## src/rtl/hfrv_trace_capture.sv

```systemverilog
// ----------------------------------------------------------------------------
// hfrv_trace_capture
//
// Retirement-trace buffer. Captures one snapshot per retired instruction,
// tags it with a sequence number and queues it in a first-word-fall-through
// FIFO that the verification monitor drains through a valid/ready port.
// Snapshots that arrive while the FIFO is full (and nothing is popped in the
// same cycle) are dropped and counted in a saturating drop counter. Because
// dropped snapshots still consume a sequence number, the consumer can see
// every gap.
//
// Ports:
//   clk, reset            core clock, asynchronous active-high reset
//   en_i                  capture enable (retire strobes ignored when low)
//   ret_valid_i           one instruction retired this cycle
//   ret_pc_i, ret_instr_i PC and instruction word of the retired instruction
//   mem_addr_i/wdata_i    data address / store data
//   mem_we_i              byte-write strobes (0 for a non-store)
//   out_valid_o           head entry valid
//   out_ready_i           monitor accepts the head entry
//   out_*_o               head entry fields (zero while empty)
//   out_seq_o             sequence number of the head entry
//   level_o               current occupancy
//   drop_cnt_o            saturating count of dropped snapshots
// ----------------------------------------------------------------------------
module hfrv_trace_capture #(
    parameter int unsigned DEPTH = 16,
    parameter int unsigned SEQ_W = 16
) (
    input  logic                       clk,
    input  logic                       reset,
    input  logic                       en_i,
    input  logic                       ret_valid_i,
    input  logic [31:0]                ret_pc_i,
    input  logic [31:0]                ret_instr_i,
    input  logic [31:0]                mem_addr_i,
    input  logic [31:0]                mem_wdata_i,
    input  logic [3:0]                 mem_we_i,
    output logic                       out_valid_o,
    input  logic                       out_ready_i,
    output logic [31:0]                out_pc_o,
    output logic [31:0]                out_instr_o,
    output logic [31:0]                out_addr_o,
    output logic [31:0]                out_wdata_o,
    output logic [3:0]                 out_we_o,
    output logic [SEQ_W-1:0]           out_seq_o,
    output logic [$clog2(DEPTH):0]     level_o,
    output logic [SEQ_W-1:0]           drop_cnt_o
);

    localparam int unsigned AW = $clog2(DEPTH);
    localparam int unsigned LW = AW + 1;

    typedef struct packed {
        logic [31:0]      pc;
        logic [31:0]      instr;
        logic [31:0]      addr;
        logic [31:0]      wdata;
        logic [3:0]       we;
        logic [SEQ_W-1:0] seq;
    } entry_t;

    entry_t           mem_q [DEPTH];
    entry_t           head;

    logic [AW-1:0]    wr_ptr_q, wr_ptr_d;
    logic [AW-1:0]    rd_ptr_q, rd_ptr_d;
    logic [LW-1:0]    level_q, level_d;
    logic [SEQ_W-1:0] seq_q, seq_d;
    logic [SEQ_W-1:0] drop_q, drop_d;

    logic push, pop, full, store, drop;

    always_comb begin
        push  = en_i & ret_valid_i;
        pop   = (level_q != '0) & out_ready_i;
        full  = (level_q == LW'(DEPTH));
        // A pop in the same cycle frees the slot, so a full FIFO still accepts.
        store = push & (~full | pop);
        drop  = push & full & ~pop;

        wr_ptr_d = wr_ptr_q;
        rd_ptr_d = rd_ptr_q;
        level_d  = level_q;
        seq_d    = seq_q;
        drop_d   = drop_q;

        if (store) wr_ptr_d = wr_ptr_q + AW'(1);
        if (pop)   rd_ptr_d = rd_ptr_q + AW'(1);

        case ({store, pop})
            2'b10:   level_d = level_q + LW'(1);
            2'b01:   level_d = level_q - LW'(1);
            default: level_d = level_q;
        endcase

        // Dropped snapshots still burn a sequence number so gaps are visible.
        if (push) seq_d = seq_q + SEQ_W'(1);
        if (drop && (drop_q != '1)) drop_d = drop_q + SEQ_W'(1);
    end

    always_ff @(posedge clk or posedge reset) begin
        if (reset) begin
            wr_ptr_q <= '0;
            rd_ptr_q <= '0;
            level_q  <= '0;
            seq_q    <= '0;
            drop_q   <= '0;
        end else begin
            wr_ptr_q <= wr_ptr_d;
            rd_ptr_q <= rd_ptr_d;
            level_q  <= level_d;
            seq_q    <= seq_d;
            drop_q   <= drop_d;
        end
    end

    // Payload storage needs no reset: outputs are masked while empty.
    always_ff @(posedge clk) begin
        if (store) begin
            mem_q[wr_ptr_q].pc    <= ret_pc_i;
            mem_q[wr_ptr_q].instr <= ret_instr_i;
            mem_q[wr_ptr_q].addr  <= mem_addr_i;
            mem_q[wr_ptr_q].wdata <= mem_wdata_i;
            mem_q[wr_ptr_q].we    <= mem_we_i;
            mem_q[wr_ptr_q].seq   <= seq_q;
        end
    end

    always_comb begin
        head        = mem_q[rd_ptr_q];
        out_valid_o = (level_q != '0);
        out_pc_o    = out_valid_o ? head.pc    : '0;
        out_instr_o = out_valid_o ? head.instr : '0;
        out_addr_o  = out_valid_o ? head.addr  : '0;
        out_wdata_o = out_valid_o ? head.wdata : '0;
        out_we_o    = out_valid_o ? head.we    : '0;
        out_seq_o   = out_valid_o ? head.seq   : '0;
        level_o     = level_q;
        drop_cnt_o  = drop_q;
    end

endmodule

```

## config.mk

```make
export PLATFORM = sky130hd
export DESIGN_NAME = hfrv_trace_capture
export DESIGN_NICKNAME = d
export VERILOG_FILES = /design/src/rtl/hfrv_trace_capture.sv
export SDC_FILE = /design/constraint.sdc
export NUM_CORES = 2
export LEC_CHECK = 0
export ABC_AREA = 1
export CORE_MARGIN = 3
export CORE_UTILIZATION = 50
export DETAILED_ROUTE_END_ITERATION = 16
export MAX_ROUTING_LAYER = met4
export PLACE_DENSITY = 0.64
export SYNTH_ARGS = -nofsm -noshare
export SYNTH_HDL_FRONTEND = slang
export SYNTH_SLANG_ARGS = --single-unit
```

## constraint.sdc

```tcl
create_clock -name clk -period 29.1 [get_ports clk]
set_clock_uncertainty 0.05 [all_clocks]
set_input_delay 7.275 -clock clk [delete_from_list [all_inputs] [get_ports clk]]
set_output_delay 7.275 -clock clk [all_outputs]
set_load 0.02 [all_outputs]
```

* After elaboration in Yosys (flattened, before gate mapping)
Memories as Yosys holds them, arrays and structs flattened.
Cells that the tools add are included.
** Storage, ports and cells
- Flip-flop bits (word level) :: 45
- Bits in writable memories :: 2368
- Input port bits :: 137
- Output and inout bits :: 170
- Logic and storage cells :: 36
- Memories :: 1
** Operators by class
- Add/subtract/negate cells :: 6
- Eq/ne operators :: 4
- Multiplexer cells :: 9
- Bitwise operators :: 8
- Reduce and logical (&&, ||, !) cells :: 3
** Memory list
- mem_q :: words 16, width 148, rd ports 1, clocked after Yosys merged registers in 0, wr ports 1, line 63 : entry_t mem_q [DEPTH];
** Operators with widths (count)
- two-way mux 32 bit :: 4
- adder 16 x 1 -> 16 bit, second input constant :: 2
- two-way mux 16 bit :: 1
- != test 16 bit, second input constant :: 1
- case mux 5 bit (2 select lines) :: 1
- adder 4 x 1 -> 4 bit, second input constant :: 2
- adder 5 x 1 -> 5 bit, second input constant :: 1
- AND 1 bit :: 5
- equality test 5 bit, second input constant :: 1
- nonzero test 5 bit :: 1
- subtractor 5 x 1 -> 5 bit, second input constant :: 1
- two-way mux 4 bit :: 1
- equality test 2 x 1 -> 1 bit, second input constant :: 1
- equality test 2 bit, second input constant :: 1
- two-way mux 1 bit :: 2
- inverter 1 bit :: 2
- nonzero test 2 bit :: 1
- logical AND 1 bit :: 1
- OR 1 bit :: 1

* Logic depth before layout (Yosys ltp)
- Word-level depth :: 6
- Depth in mapped cells :: 15
- Mapped depth without buffers :: 15

* Worst setup path after synthesis
OpenSTA, ideal clock, no wires.
- Kind :: in2reg
- Start :: in en_i
- End :: mem mem_q[11][0] (netlist bit), enable pin
- Arrival time :: 17.577 ns
- Data required time :: 28.213 ns
- Path slack :: 10.636 ns
- Cell stages on the path :: 4
- Buffers on the path :: 0
- Cells stage by stage :: nand2_2 > inv_2 > nand2_1 > nor3_1
** On the way
- Cells in the longest elaborated chain, start to end :: 4
** RTL lines
- start: declaration :: line 32 : input logic en_i,
- AND 1 bit :: line 75 : push = en_i & ret_valid_i;
- AND 1 bit :: line 79 : store = push & (~full | pop);
- two-way mux 1 bit :: line 120 : if (store) begin
- two-way mux 1 bit (not written as such) :: line 126 : mem_q[wr_ptr_q].seq <= seq_q;
- end: declaration :: line 63
Every way passes these cells.

* Final worst setup path
- Start :: reg rd_ptr_q[0]
- End :: out out_addr_o[2]
** On the way
- Cells in the longest elaborated chain, start to end :: 2
** RTL lines
- start: declaration :: line 67 : logic [AW-1:0] rd_ptr_q, rd_ptr_d;
- start signal: assignment :: line 111 : rd_ptr_q <= rd_ptr_d;
- memory (16 x 148 bit)
- two-way mux 32 bit :: line 135 : out_addr_o = out_valid_o ? head.addr : '0;
- end: declaration :: line 43 : output logic [31:0] out_addr_o,
Every way passes these cells.

==> flow_metrics.env <==
export IMPL_status="complete, no violations"
export IMPL_die_area_mm2=0.193
export IMPL_numPortBuffers=306
export IMPL_setup_viol=0
export IMPL_grtUsageMet1=0.360
export IMPL_critPathLaunchType="flip-flop"
export IMPL_irDropWorstVdd_v=0.0000975
export IMPL_muxShareOfSynthArea=0
export IMPL_drc=0
export IMPL_relSlewSlack=0.0502
export IMPL_dr_pass1_iters=5
export IMPL_postCtsHoldBufs=0
export IMPL_cts_resized=0
export IMPL_vias=58101
export IMPL_final_cells=9412
export IMPL_final_area_mm2=0.106
export IMPL_timing_max_cap_violations=0
export IMPL_globalRouteOverflowTotal=0
export IMPL_final_util=0.570
export IMPL_leakage_nw=32.8
export IMPL_clock_path_buffers=3
export IMPL_grt_pass1_wl_um=367000
export IMPL_critPathArrivalTime_ps=6280
export IMPL_hpwlAfterDp_um=115000
export IMPL_layout_common_cells="edfxtp_1, nor2_1, o21ai_0"
export IMPL_synth_top_cell_area_share=0.759
export IMPL_synth_distinct_cells=29
export IMPL_nFillCells=14523
export IMPL_yosysTopAreaCell="edfxtp_1"
export IMPL_htreeDepth=4
export IMPL_cts_buffers_inserted=235
export IMPL_antenna_found_initial=34
export IMPL_dp_cells=8956
export IMPL_worst_slack_ps=15500
export IMPL_via_per_inst=6.17
export IMPL_dieWidth_um=439
export IMPL_cts_root_buffer="clkbuf_16"
export IMPL_fmax_mhz=73.5
export IMPL_routed_wirelength_um=249000
export IMPL_busiest_layer="met2"
export IMPL_syn_nets=6731
export IMPL_layout_commonest_cell="edfxtp_1"
export IMPL_hold_path_class="flip-flop to flip-flop"
export IMPL_synth_simple_area_share=0.0601
export IMPL_rsz0062_at_grt="no"
export IMPL_synthFlopType="edfxtp_1"
export IMPL_async_reset_ff_frac=0.0186
export IMPL_finalCritPeriodShare=0.467
export IMPL_mappedNetlistArea_mm2=0.0937
export IMPL_drt_wirelength_per_cell_um=26.5
export IMPL_crit_type="flip-flop to output pin"
export IMPL_critPathMaxFanout=106
export IMPL_placementRows=158
export IMPL_synthTopCellsByArea="edfxtp_1, o21ai_0, nor2_1, o221ai_1, o211ai_1"
export IMPL_drtIter0Drc=6586
export IMPL_syn_avg_cell_area_um2=14.2
export IMPL_grt_use_met2=0.402
export IMPL_syn_inst=6585
export IMPL_synthAdderAreaFrac=0.00120
export IMPL_die_h_um=439
export IMPL_grt_pass1_vias=56512
export IMPL_synth_top_family_by_area="compound AO/OA/AOI/OAI gates"
export IMPL_drive_gt1_frac=0.0626
export IMPL_start_util=0.504
export IMPL_placed_cell_area_mm2=0.0985
export IMPL_synth_compound_area_frac=0.137
export IMPL_cts_sinks=2413
export IMPL_hold_slack_ps=458
export IMPL_synth_xor_area_frac=0.00355
export IMPL_use_met3=0.0458
export IMPL_ys_ff_latch=2413
export IMPL_ant_nets=0
export IMPL_critPathCaptureType="output pin"
export IMPL_p_per_area_mw_per_mm2=102
export IMPL_tightest_slew_ps=1420
export IMPL_grt_usage=0.263
export IMPL_dp_slack_ps=16550
export IMPL_clk_pin_slew_ps=60
export IMPL_gp_congestion=0.782
export IMPL_grt_max_degree=284
export IMPL_synth_edf_count=2368
export IMPL_area_growth_pct=12.9
export IMPL_required_ps=21770
export IMPL_finalPower_mw=10.8
export IMPL_post_cts_buffers=0
export IMPL_yosysSeqAreaShare=0.771
export IMPL_ios=307
export IMPL_fin_crit_ps=13600
export IMPL_finalSetupTns_ps=0
export IMPL_hold_viol_final=0
export IMPL_layout_nets=6859
export IMPL_ys_warn_count=0
export IMPL_clk_latency_ps=870
export IMPL_drv_slew=0
export IMPL_cts_tree="done"
export IMPL_core_mm2=0.186
==> layout make-up <==
class / instances / area, um^2 / area share
Clock buffer: 294 / 6170 / 0.0583
Clock inverter: 134 / 1080 / 0.0102
Inverter: 46 / 219 / 0.00207
Tap cell: 2480 / 3100 / 0.0293
Antenna cell: 28 / 70.1 / 0.000662
Multi-Input combinational cell: 3617 / 19100 / 0.180
Sequential cell: 2413 / 72200 / 0.683
Timing Repair Buffer: 400 / 3890 / 0.0368
==> logic make-up (layout without fill, tap and decap cells) <==
logic type / count (synthesis) / count (layout)
other: 0 / 28
adders and majority gates: 9 / 9
buffers and inverters: 555 / 874
AOI/OAI and AO/OA: 2125 / 2125
DFF: 2413 / 2413
and+or+nand+nor: 1445 / 1445
xor gates and xnor gates: 38 / 38
==> power by group <==
part | leakage [nW] | internal (mW) | switching (mW)
combinational | 7.37 | 1.18 | 2.61
sequential | 21.9 | 4.01 | 0.110
clock | 3.55 | 1.62 | 1.27
==> sequential cells by signal (all words and copies together), names as in the netlist <==
| name | cells |
|---|---|
| rd_ptr_q | 4 |
| wr_ptr_q | 4 |
| seq_q | 16 |
| drop_cnt_o | 16 |
| level_o | 5 |
| mem_q | 2368 |
==> critical path, stage by stage, from the launching register on <==
cell             delay, ps
dfrtp_4                860
buf_4                  950
buf_4                  920
buf_4                  730
o21ai_0                230
o221ai_1               270
nand3_1                110
a21oi_1                420
clkdlybuf4s50_1        700
==> synthesized netlist by cell type, types with 69 or more instances <==
master,n
a21oi_1,148
buf_2,87
clkbuf_1,334
edfxtp_1,2368
nand2_1,69
nand3_1,126
nor2_1,1226
o211ai_1,191
o21ai_0,1102
o21ai_1,92
o221ai_1,401
o22ai_1,191
==> path summary, 6_finish.rpt <==
path	depth (start not counted)	start	slack, ps	endpoint
max	8	rd_ptr_q[0]$_DFFE_PP0P_	15500	out_addr_o[2]
min	1	drop_cnt_o[14]$_DFFE_PP0P_	460	drop_cnt_o[14]$_DFFE_PP0P_
max reg2reg	10	level_o[4]$_DFFE_PP0P_	24080	mem_q[9][58]$_DFFE_PP_
min reg2reg	1	drop_cnt_o[14]$_DFFE_PP0P_	460	drop_cnt_o[14]$_DFFE_PP0P_
max in group asynchronous	3	reset	21650	rd_ptr_q[2]$_DFFE_PP0P_
min in group asynchronous	3	reset	6820	drop_cnt_o[12]$_DFFE_PP0P_
==> per-layer routing <==
| metal | vias to the layer above | share of wire |
|---|---|---|
| li1 | 25664 | - |
| met1 | 29598 | 0.42 |
| met2 | 2431 | 0.47 |
| met3 | 408 | 0.078 |
| met4 | 0 | 0.029 |
| met5 | - | 0 |
(Power assumes the default switching activity.)
